$ cat src/rtl/iq_pkg.sv
// iq_pkg: shared definitions for the instruction prefetch queue.
// Provides the default word/opcode/depth sizes, the opcode encoding of the
// 8-bit ISA, and a helper that splits a default-width word into its fields.
// Optional build macro used by the queue: IQ_BYPASS_EN (empty-queue bypass).
package iq_pkg;

  localparam int IQ_IW    = 8;
  localparam int IQ_OPC_W = 4;
  localparam int IQ_DEPTH = 4;

  // Opcode encoding of the 8-bit ISA (upper nibble of each word)
  typedef enum logic [IQ_OPC_W-1:0] {
    OP_NOP  = 4'h0,
    OP_LDA  = 4'h1,
    OP_STA  = 4'h2,
    OP_ADD  = 4'h3,
    OP_SUB  = 4'h4,
    OP_AND  = 4'h5,
    OP_OR   = 4'h6,
    OP_XOR  = 4'h7,
    OP_JMP  = 4'h8,
    OP_JZ   = 4'h9,
    OP_JC   = 4'hA,
    OP_CALL = 4'hB,
    OP_RET  = 4'hC,
    OP_IN   = 4'hD,
    OP_OUT  = 4'hE,
    OP_HLT  = 4'hF
  } iq_opcode_e;

  typedef struct packed {
    logic [IQ_OPC_W-1:0]       opcode;
    logic [IQ_IW-IQ_OPC_W-1:0] operand;
  } iq_fields_t;

  // Opcode occupies the upper bits, so a packed cast is the field split
  function automatic iq_fields_t iq_split(input logic [IQ_IW-1:0] word);
    return iq_fields_t'(word);
  endfunction

endpackage

$ cat src/rtl/iq_ptr_ctrl.sv
// iq_ptr_ctrl: pointer/count bookkeeping and push/pop/flush arbitration for
// the instruction queue.
// Ports:
//   iq_clk, iq_rst     clock, synchronous active-high reset
//   wr_en, rd_en       push / consume requests
//   flush              discard all queued entries
//   push_acc, pop_acc  accepted push / pop this cycle
//   byp_take           word bypassed straight to the consumer (IQ_BYPASS_EN only)
//   rd_ptr, wr_ptr     circular read / write pointers
//   count              entries held
// Build macro: IQ_BYPASS_EN enables the empty-queue bypass arbitration.
module iq_ptr_ctrl
  import iq_pkg::*;
#(
  parameter int DEPTH = IQ_DEPTH,
  localparam int PTR_W = $clog2(DEPTH),
  localparam int CNT_W = $clog2(DEPTH + 1)
) (
  input  logic             iq_clk,
  input  logic             iq_rst,
  input  logic             wr_en,
  input  logic             rd_en,
  input  logic             flush,
  output logic             push_acc,
  output logic             pop_acc,
  output logic             byp_take,
  output logic [PTR_W-1:0] rd_ptr,
  output logic [PTR_W-1:0] wr_ptr,
  output logic [CNT_W-1:0] count
);

  logic not_empty;
  logic is_full;

  assign not_empty = (count != '0);
  assign is_full   = (count == CNT_W'(DEPTH));

  // Acceptance decisions. Flush wins over push and pop. A bypassed word is
  // consumed without ever being stored, so it must not count as a push.
  always_comb begin
`ifdef IQ_BYPASS_EN
    byp_take = !not_empty && wr_en && rd_en && !flush;
`else
    byp_take = 1'b0;
`endif
    pop_acc  = rd_en && not_empty && !flush;
    push_acc = wr_en && !flush && !byp_take && (!is_full || pop_acc);
  end

  // Pointer and count registers; DEPTH is a power of two so pointers wrap
  // naturally on overflow.
  always_ff @(posedge iq_clk) begin
    if (iq_rst || flush) begin
      rd_ptr <= '0;
      wr_ptr <= '0;
      count  <= '0;
    end else begin
      if (push_acc) wr_ptr <= wr_ptr + 1'b1;
      if (pop_acc)  rd_ptr <= rd_ptr + 1'b1;
      case ({push_acc, pop_acc})
        2'b10:   count <= count + 1'b1;
        2'b01:   count <= count - 1'b1;
        default: count <= count;
      endcase
    end
  end

endmodule

$ cat src/rtl/instr_queue.sv
// instr_queue: DEPTH-entry instruction prefetch queue feeding the decoder.
// Presents the head word split into opcode/operand fields and holds the last
// consumed word when empty. Supports a single-cycle flush for taken branches.
// Ports:
//   iq_clk, iq_rst   clock, synchronous active-high reset
//   iq_in, iq_wr_en  fetched word and push request; iq_full when DEPTH held
//   iq_rd_en         decoder consumes the head
//   iq_flush         discard all queued entries
//   iq_out           head word, or last consumed word when empty
//   iq_opcode        iq_out[IW-1:IW-OPC_W]
//   iq_operand       iq_out[IW-OPC_W-1:0]
//   iq_valid         iq_out is an unconsumed instruction
//   iq_count         entries held
// Build macro: IQ_BYPASS_EN passes iq_in straight to iq_out when empty.
module instr_queue
  import iq_pkg::*;
#(
  parameter int IW    = IQ_IW,
  parameter int DEPTH = IQ_DEPTH,
  parameter int OPC_W = IQ_OPC_W,
  localparam int PTR_W = $clog2(DEPTH),
  localparam int CNT_W = $clog2(DEPTH + 1)
) (
  input  logic              iq_clk,
  input  logic              iq_rst,
  input  logic [IW-1:0]     iq_in,
  input  logic              iq_wr_en,
  output logic              iq_full,
  input  logic              iq_rd_en,
  input  logic              iq_flush,
  output logic [IW-1:0]     iq_out,
  output logic [OPC_W-1:0]  iq_opcode,
  output logic [IW-OPC_W-1:0] iq_operand,
  output logic              iq_valid,
  output logic [CNT_W-1:0]  iq_count
);

  logic [IW-1:0]    mem [DEPTH];
  logic [IW-1:0]    hold;
  logic             push_acc;
  logic             pop_acc;
  logic             byp_take;
  logic [PTR_W-1:0] rd_ptr;
  logic [PTR_W-1:0] wr_ptr;
  logic [CNT_W-1:0] count;

  iq_ptr_ctrl #(.DEPTH(DEPTH)) u_ptr_ctrl (
    .iq_clk   (iq_clk),
    .iq_rst   (iq_rst),
    .wr_en    (iq_wr_en),
    .rd_en    (iq_rd_en),
    .flush    (iq_flush),
    .push_acc (push_acc),
    .pop_acc  (pop_acc),
    .byp_take (byp_take),
    .rd_ptr   (rd_ptr),
    .wr_ptr   (wr_ptr),
    .count    (count)
  );

  // Storage and hold register. Everything is cleared on reset so the output
  // is never X. Hold captures whatever the decoder just consumed, either the
  // stored head or a bypassed word.
  always_ff @(posedge iq_clk) begin
    if (iq_rst) begin
      hold <= '0;
      for (int i = 0; i < DEPTH; i++) mem[i] <= '0;
    end else begin
      if (push_acc) mem[wr_ptr] <= iq_in;
      if (byp_take)     hold <= iq_in;
      else if (pop_acc) hold <= mem[rd_ptr];
    end
  end

  // Output selection: head when non-empty, otherwise the held word. With the
  // bypass build, an incoming word on an empty queue is shown immediately.
  always_comb begin
    iq_valid = (count != '0);
    iq_out   = iq_valid ? mem[rd_ptr] : hold;
`ifdef IQ_BYPASS_EN
    if ((count == '0) && iq_wr_en && !iq_flush) begin
      iq_valid = 1'b1;
      iq_out   = iq_in;
    end
`endif
  end

  assign iq_full    = (count == CNT_W'(DEPTH));
  assign iq_count   = count;
  assign iq_opcode  = iq_out[IW-1:IW-OPC_W];
  assign iq_operand = iq_out[IW-OPC_W-1:0];

endmodule

$ cat config.mk
export PLATFORM = sky130hd
export DESIGN_NAME = instr_queue
export DESIGN_NICKNAME = d
export VERILOG_FILES = /design/src/rtl/iq_pkg.sv /design/src/rtl/iq_ptr_ctrl.sv /design/src/rtl/instr_queue.sv
export SDC_FILE = /design/constraint.sdc
export NUM_CORES = 1
export LEC_CHECK = 0
export BUFFER_PORTS_ARGS = -buffer_cell sky130_fd_sc_hd__buf_4
export CORE_ASPECT_RATIO = 1.25
export CORE_UTILIZATION = 45
export DETAILED_ROUTE_END_ITERATION = 8
export PLACE_DENSITY = 0.8
export SYNTH_ARGS = -nofsm -noshare
export SYNTH_HDL_FRONTEND = slang
export SYNTH_SLANG_ARGS = --single-unit
export TNS_END_PERCENT = 5
$ cat constraint.sdc
create_clock -name iq_clk -period 2.4 [get_ports iq_clk]
set_input_delay 0.24 -clock iq_clk [delete_from_list [all_inputs] [get_ports iq_clk]]
set_output_delay 0.24 -clock iq_clk [all_outputs]
set_load 0.01 [all_outputs]
==> results of run 1 <==
path summary, 6_finish.rpt:
| kind | to | from |
|---|---|---|
| hold reg to reg | hold[4] | hold[4] |
| setup reg to reg | u_ptr_ctrl.count[2] | u_ptr_ctrl.count[0] |
| setup / recovery | u_ptr_ctrl.count[2] | u_ptr_ctrl.count[0] |
| hold / removal | hold[1] | iq_rst |
cells in the mapped netlist, types with 2 or more instances:
master    number  area [um2]
nand3_1        9        45.0
mux4_2         8         180
or3_1          2        12.5
o21ai_0       10        50.1
inv_1          5        18.8
clkbuf_1       6        22.5
dfxtp_1       17         340
nand2b_1      12        75.1
buf_2          3        15.0
nor2_1        39         146
edfxtp_1      32         961
xor2_1         2        17.5
buf_4          9        67.6
a21oi_1       14        70.1
nand2_1       24        90.1
metal layers:
metal,part of all wire,routed length [um]
met5,0,0
met4,0.025,111
met1,0.40,1790
met2,0.54,2420
met3,0.040,178
critical path: cells and delay by family (launching register included):
family	cells	cell delay [ps]
buf+inv	1	60
flops	1	320
xor+xnor	1	160
simple gates	3	980
compound gates	1	140
fa+ha+maj	2	540
flip-flops by register name (all words and copies together) (netlist names), named ones only:
signal and count:
hold 8, mem 32, u_ptr_ctrl.count 3, u_ptr_ctrl.rd_ptr 2, u_ptr_ctrl.wr_ptr 2
report_power, final:
group	internal (W)	leakage (nW)	switching, W	total (W)
sequential	0.000926	0.469	0.00000964	0.000936
clock	0.000208	0.0489	0.000285	0.000493
combinational	0.0000585	0.509	0.0000829	0.000141
final cells by class:
type                       instances  area, um2  area share
sequential                        49       1300       0.486
multi-input combinational        138        873       0.326
timing repair buffer              42        315       0.118
tap                               60       75.1      0.0281
clock buffer                       5       68.8      0.0257
inverter                           6       22.5     0.00842
clock inverter                     3       20.0     0.00748
placed cells by master, fill, tap and decap left out, types with 2 or more instances in the layout:
cell type,instances
a21oi_1,14
nor2_1,39
clkbuf_8,5
dfxtp_1,17
nand2_1,24
inv_1,5
mux4_2,8
buf_4,42
nand3_1,9
nand2b_1,12
o21ai_0,10
or3_1,2
xor2_1,2
edfxtp_1,32
cell families after synthesis:
kind of cell | after synthesis
buffers and inverters | 26
AOI/OAI and AO/OA | 27
and+or+nand+nor | 98
adders and majority gates | 2
DFF | 49
muxes | 9
xor gates and xnor gates | 2
through the flow:
stage	utilization	instance area, um2	setup WS (ps)
2_1_floorplan	-	2310	40.7
3_3_place_gp	0.534	2580	83.3
3_5_place_dp	0.534	2580	30.0
4_1_cts	0.553	2670	31.9
5_1_grt	0.554	2680	26.4
6_report	0.554	2680	136
what timing repair did:
action                     CTS  global route
setup endpoints to repair    0             1
gates resized for setup      0             1
hold endpoints to repair     0             0
==> key figures, run 1 <==
Clock network
  – Hold buffers post-CTS: 0
  – Setup Fix Bufs, Post-CTS: 0
  – Clock-pin slew on the worst setup and hold paths: 90 ps
  – Clock Sink Count: 49
  – Htree depth: 2
  – Longest Clk Path Bufs: 2
  – Cts bufs inserted: 5
  – CTS root buf: clkbuf_8
  – Clk_lat worst skew: 310 ps
  – CTS tree: built

Floorplanning
  – Placeable Area: 4830 um2
  – FP Rows: 28
  – Starting Density: 0.477
  – Die height: 82.1 um
  – I/O pins: 34
  – Die Area: 5420 um2
  – Die Wd: 66.1 um

Layout
  – Diodes inserted: 0
  – # fillers: 439
  – Layout cell share with drive strength beyond 1: 0.272
  – P&R area growth vs syn: 15.9%
  – Nets: 257
  – Non-Filler Instances: 303

Logic synthesis
  – Post-Syn Nets: 228
  – Sequential area share after synthesis: 0.564
  – Synthesized instance count: 213
  – Async SR Flop Fraction: 0
  – Synth Area per Inst: 10.8 um2
  – Xor/xnor share of the synthesized area: 0.00759
  – Cell area after synthesis: 2310 um2
  – Multiplexer area fraction after synthesis: 0.0846
  – Post-Synth Adder-Cell Area: 0.0141
  – Post-synthesis simple-gate area fraction: 0.207
  – Largest family of logic cells by synthesized area: simple AND/OR/NAND/NOR gates
  – Synth warn: 0
  – Synth Area in Compound Gates: 0.0618
  – Top FF cell, synth: edfxtp_1
  – Synthesized flop and latch total: 49
  – Unique cell type count in the Yosys netlist: 36
  – Post-synth EDFFs: 32

Timing
  – RSZ-0062 raised after global routing: false
  – Worst-Margin Slew: 700 ps
  – Slew Limit Headroom: 0.532
  – Final min period: 2260 ps
  – Max Slew Vio Count: 0
  – Worst Skew: 5.90 ps
  – WHS: 245 ps
  – # setup viols final: 0
  – TNS Setup: 0 ps
  – Final Hold Vio Count: 0
  – Fmax: 0.442 GHz
  – Final period util: 0.943

Placement
  – GPL Wtd Cong: 0.732
  – Port buffer count: 33
  – Placed insts: 295
  – HPWL after DPL: 3140 um

Pwr
  – Total leakage power: 1.03 nW
  – Power per cell area: 587 nW/um2
  – Maximum vdd drop: 0.406 mV
  – Overall Power: 0.00157 W

Critical path
  – Worst setup EP type: register
  – Flop-to-flop setup slack: 140 ps
  – Path depth of the worst reg2reg path: 8
  – Kind of critical path: register to register
  – Slowest stage cell, crit path: or4b_4
  – Worst-path fanout max: 2
  – Startpoint Class: register
  – Largest stage delay, worst path: 580 ps
  – CP required: 2650 ps
  – Worst path cell trace: or4b_4, nand2_8, ha_1, inv_1, fa_1, xor2_1, or3_1, a21oi_1
  – Worst endpoint data arrival time: 2510 ps

Global routing
  – Total grt overflow: 0
  – Initial antenna violation count: 0
  – First-pass GRT wire length: 7240 um
  – Vias in the first global route: 1518
  – GR met1 Demand/Resource: 0.209
  – Pin count of the biggest net entering global routing: 22
  – Met2 Use GR: 0.339
  – Grt peak-use layer: met2
  – GRT Total Usage: 0.189
  – Met3 Track Usage GR: 0.0403

Status
  – Status: completed

Drt
  – Via count: 1586
  – Vias/cell: 5.23
  – DR DRC count: 0
  – DRT antenna net count: 0
  – Initial DRC Count: 168
  – Average wire per standard cell: 14.8 um
  – DR pass1 iterations: 4
  – Routed WL: 4500 um

Worst hold path
  – Hold path cells: 2
  – Hold crit path type: input pin to register

Job
  – Max_cap viols: 0
(Power assumes the default switching activity.)
==> inputs of run 2 (changes only) <==
--- a/constraint.sdc
+++ b/constraint.sdc
@@ -3,2 +3,2 @@
 set_output_delay 0.24 -clock iq_clk [all_outputs]
-set_load 0.01 [all_outputs]
+set_load 0.05 [all_outputs]
==> key figures, run 2 (same netlist as run 1, synthesis figures left out) <==
Critical path
  – Slowest stage cell, crit path: or4b_4 (unchanged)
  – Worst setup EP type: register (unchanged)
  – CP top delay family: simple AND/OR/NAND/NOR gates (unchanged)
  – Worst path cell trace: or4b_4, nand2_8, ha_2, inv_1, fa_1, xor2_1, or3_1, a21oi_1 (was or4b_4, nand2_8, ha_1, inv_1, fa_1, xor2_1, or3_1, a21oi_1)
  – Worst-path fanout max: 2 (unchanged)
  – Worst endpoint data arrival time: 2540 ps (was 2510 ps)
  – Kind of critical path: register to register (unchanged)
  – Largest stage delay, worst path: 580 ps (about the same)
  – Beginning of the worst register-to-register path: u_ptr_ctrl.count[0] (unchanged)
  – CP required: 2630 ps (was 2650 ps)
  – Startpoint Class: register (unchanged)
  – Flop-to-flop setup slack: 90 ps (was 140 ps)
  – Path depth of the worst reg2reg path: 8 (unchanged)
  – Reg2reg end: u_ptr_ctrl.count[2] (unchanged)
  – CP bufs+invs: 1 (unchanged)
  – Critical Path Sink: u_ptr_ctrl.count[2] (unchanged)
  – CP Depth: 8 (unchanged)
  – CP Launch Point: u_ptr_ctrl.count[0] (unchanged)

Clock network
  – CTS root buf: clkbuf_8 (unchanged)
  – Setup Fix Bufs, Post-CTS: 0 (unchanged)
  – Clk_lat worst skew: 300 ps (was 310 ps)
  – Clock Sink Count: 49 (unchanged)
  – Longest Clk Path Bufs: 2 (unchanged)
  – Hold buffers post-CTS: 0 (unchanged)
  – Post_cts resized: 1 (was 0)
  – Htree depth: 2 (unchanged)
  – CTS tree: built (unchanged)
  – Clock-pin slew on the worst setup and hold paths: 90 ps (about the same)
  – Cts bufs inserted: 5 (unchanged)

Floorplanning
  – Die Area: 5420 um2 (unchanged)
  – I/O pins: 34 (unchanged)
  – Starting Density: 0.477 (unchanged)
  – Die Wd: 66.1 um (unchanged)
  – FP Rows: 28 (unchanged)
  – Die height: 82.1 um (unchanged)
  – Placeable Area: 4830 um2 (unchanged)

Timing
  – Fmax: 0.433 GHz (was 0.442 GHz)
  – Final Hold Vio Count: 0 (unchanged)
  – Worst Skew: 5.56 ps (was 5.90 ps)
  – Slew Limit Headroom: 0.535 (was 0.532)
  – RSZ-0062 raised after global routing: false (unchanged)
  – Worst-Margin Slew: 696 ps (was 700 ps)
  – Final period util: 0.963 (was 0.943)
  – Worst Slack Setup Final: 89.9 ps (was 136 ps)
  – Max Slew Vio Count: 0 (unchanged)
  – # setup viols final: 0 (unchanged)
  – Final min period: 2310 ps (was 2260 ps)

Drt
  – Routed WL: 4810 um (was 4500 um)
  – Average wire per standard cell: 15.9 um (was 14.8 um)
  – DR DRC count: 0 (unchanged)
  – DRT antenna net count: 0 (unchanged)
  – Via count: 1625 (was 1586)
  – Initial DRC Count: 75 (was 168)
  – Vias/cell: 5.36 (was 5.23)
  – DR pass1 iterations: 4 (unchanged)

Layout
  – Diodes inserted: 0 (unchanged)
  – Max reg flops: 32 (unchanged)
  – Biggest register: mem (unchanged)
  – Fin area: 2680 um2 (about the same)
  – Most common cell after layout, fill and taps aside: buf_4 (unchanged)
  – Layout cell share with drive strength beyond 1: 0.272 (unchanged)
  – Most frequent cells in the layout: buf_4, nor2_1, edfxtp_1 (unchanged)
  – Biggest regs: mem (32), hold (8), u_ptr_ctrl.count (3) (unchanged)
  – Nets: 257 (unchanged)
  – P&R area growth vs syn: 16.2% (was 15.9%)

Global routing
  – Initial antenna violation count: 0 (unchanged)
  – Pin count of the biggest net entering global routing: 22 (unchanged)
  – GRT Total Usage: 0.197 (was 0.189)
  – Total grt overflow: 0 (unchanged)
  – First-pass GRT wire length: 7620 um (was 7240 um)
  – Vias in the first global route: 1606 (was 1518)

Status
  – Status: completed (unchanged)

Pwr
  – Clk network pwr share: 0.310 (was 0.314)
  – Sw Ratio: 0.246 (was 0.241)
  – Comb pwr share: 0.110 (was 0.090)
  – P_sw: 0.000396 W (was 0.000378 W)
  – Power per cell area: 601 nW/um2 (was 587 nW/um2)
  – Seq pwr share: 0.580 (was 0.596)
  – Total leakage power: 1.03 nW (about the same)
  – Maximum vdd drop: 0.325 mV (was 0.406 mV)
  – Internal Power: 0.00122 W (was 0.00119 W)

Job
  – Max_cap viols: 0 (unchanged)

Placement
  – GPL Wtd Cong: 0.706 (was 0.732)
  – Port buffer count: 33 (unchanged)
  – Dpl ws: -13.1 ps (was 30.0 ps)
  – Placed Area: 2580 um2 (unchanged)
  – HPWL after DPL: 3320 um (was 3140 um)

Worst hold path
  – Hold crit path type: input pin to register (unchanged)
## run 2: cell count changes in the layout (fill, tap and decap cells not counted), sizes merged
cell	delta
inv	-2
clkbuf	+1
clkinv	+1
## run 2: routing by layer
layer / global-route usage / vias up / wire (um)
li1: - / 783 / -
met1: 0.211 / 782 / 1910
met2: 0.353 / 51 / 2570
met3: 0.0472 / 9 / 226
met4: 0.111 / 0 / 99
met5: 0 / - / 0
## run 2: power groups by stage
| stage | logic [W] | registers (W) | clock network (W) |
|---|---|---|---|
| after floorplan | 0.000118 | 0.000954 | 0 |
| after global placement | 0.000173 | 0.000952 | 0 |
| after detailed placement | 0.000176 | 0.000955 | 0 |
| after CTS | 0.000176 | 0.000936 | 0.000502 |
| after global routing | 0.000190 | 0.000939 | 0.000535 |
| final | 0.000177 | 0.000935 | 0.000499 |
## run 2: how the worst min path moves through the flow
stage | from | endpoint | slack (ps) | cells after the start
finish | iq_rst | hold[7] | 270 | 2
global route | iq_rst | hold[7] | 260 | 2
CTS | iq_rst | hold[7] | 260 | 2
detailed placement | hold[1] | hold[1] | 470 | 2
global placement | hold[4] | hold[4] | 460 | 2
floorplan | u_ptr_ctrl.rd_ptr[1] | register | 450 | 2
## run 2: area by class of cell
cell class / count / area [um2]
sequential: 49 / 1300
tap: 60 / 75.1
inverter: 6 / 22.5
clock buffer: 6 / 82.6
fill: 428 / 2150
timing repair buffer: 42 / 315
multi-input combinational: 138 / 876
clock inverter: 2 / 8.76
## run 2: per-stage QoR
step / total power [W] / cells / setup TNS (ps) / hold WS, ps / utilization
5_1_grt: 0.00166 / 303 / 0 / 261 / 0.555
2_1_floorplan: 0.00107 / 213 / -219 / 453 / -
4_1_cts: 0.00161 / 303 / 0 / 261 / 0.554
6_report: 0.00161 / 303 / 0 / 266 / 0.555
3_5_place_dp: 0.00113 / 295 / -13.1 / 467 / 0.534
3_3_place_gp: 0.00112 / 295 / 0 / 461 / 0.534
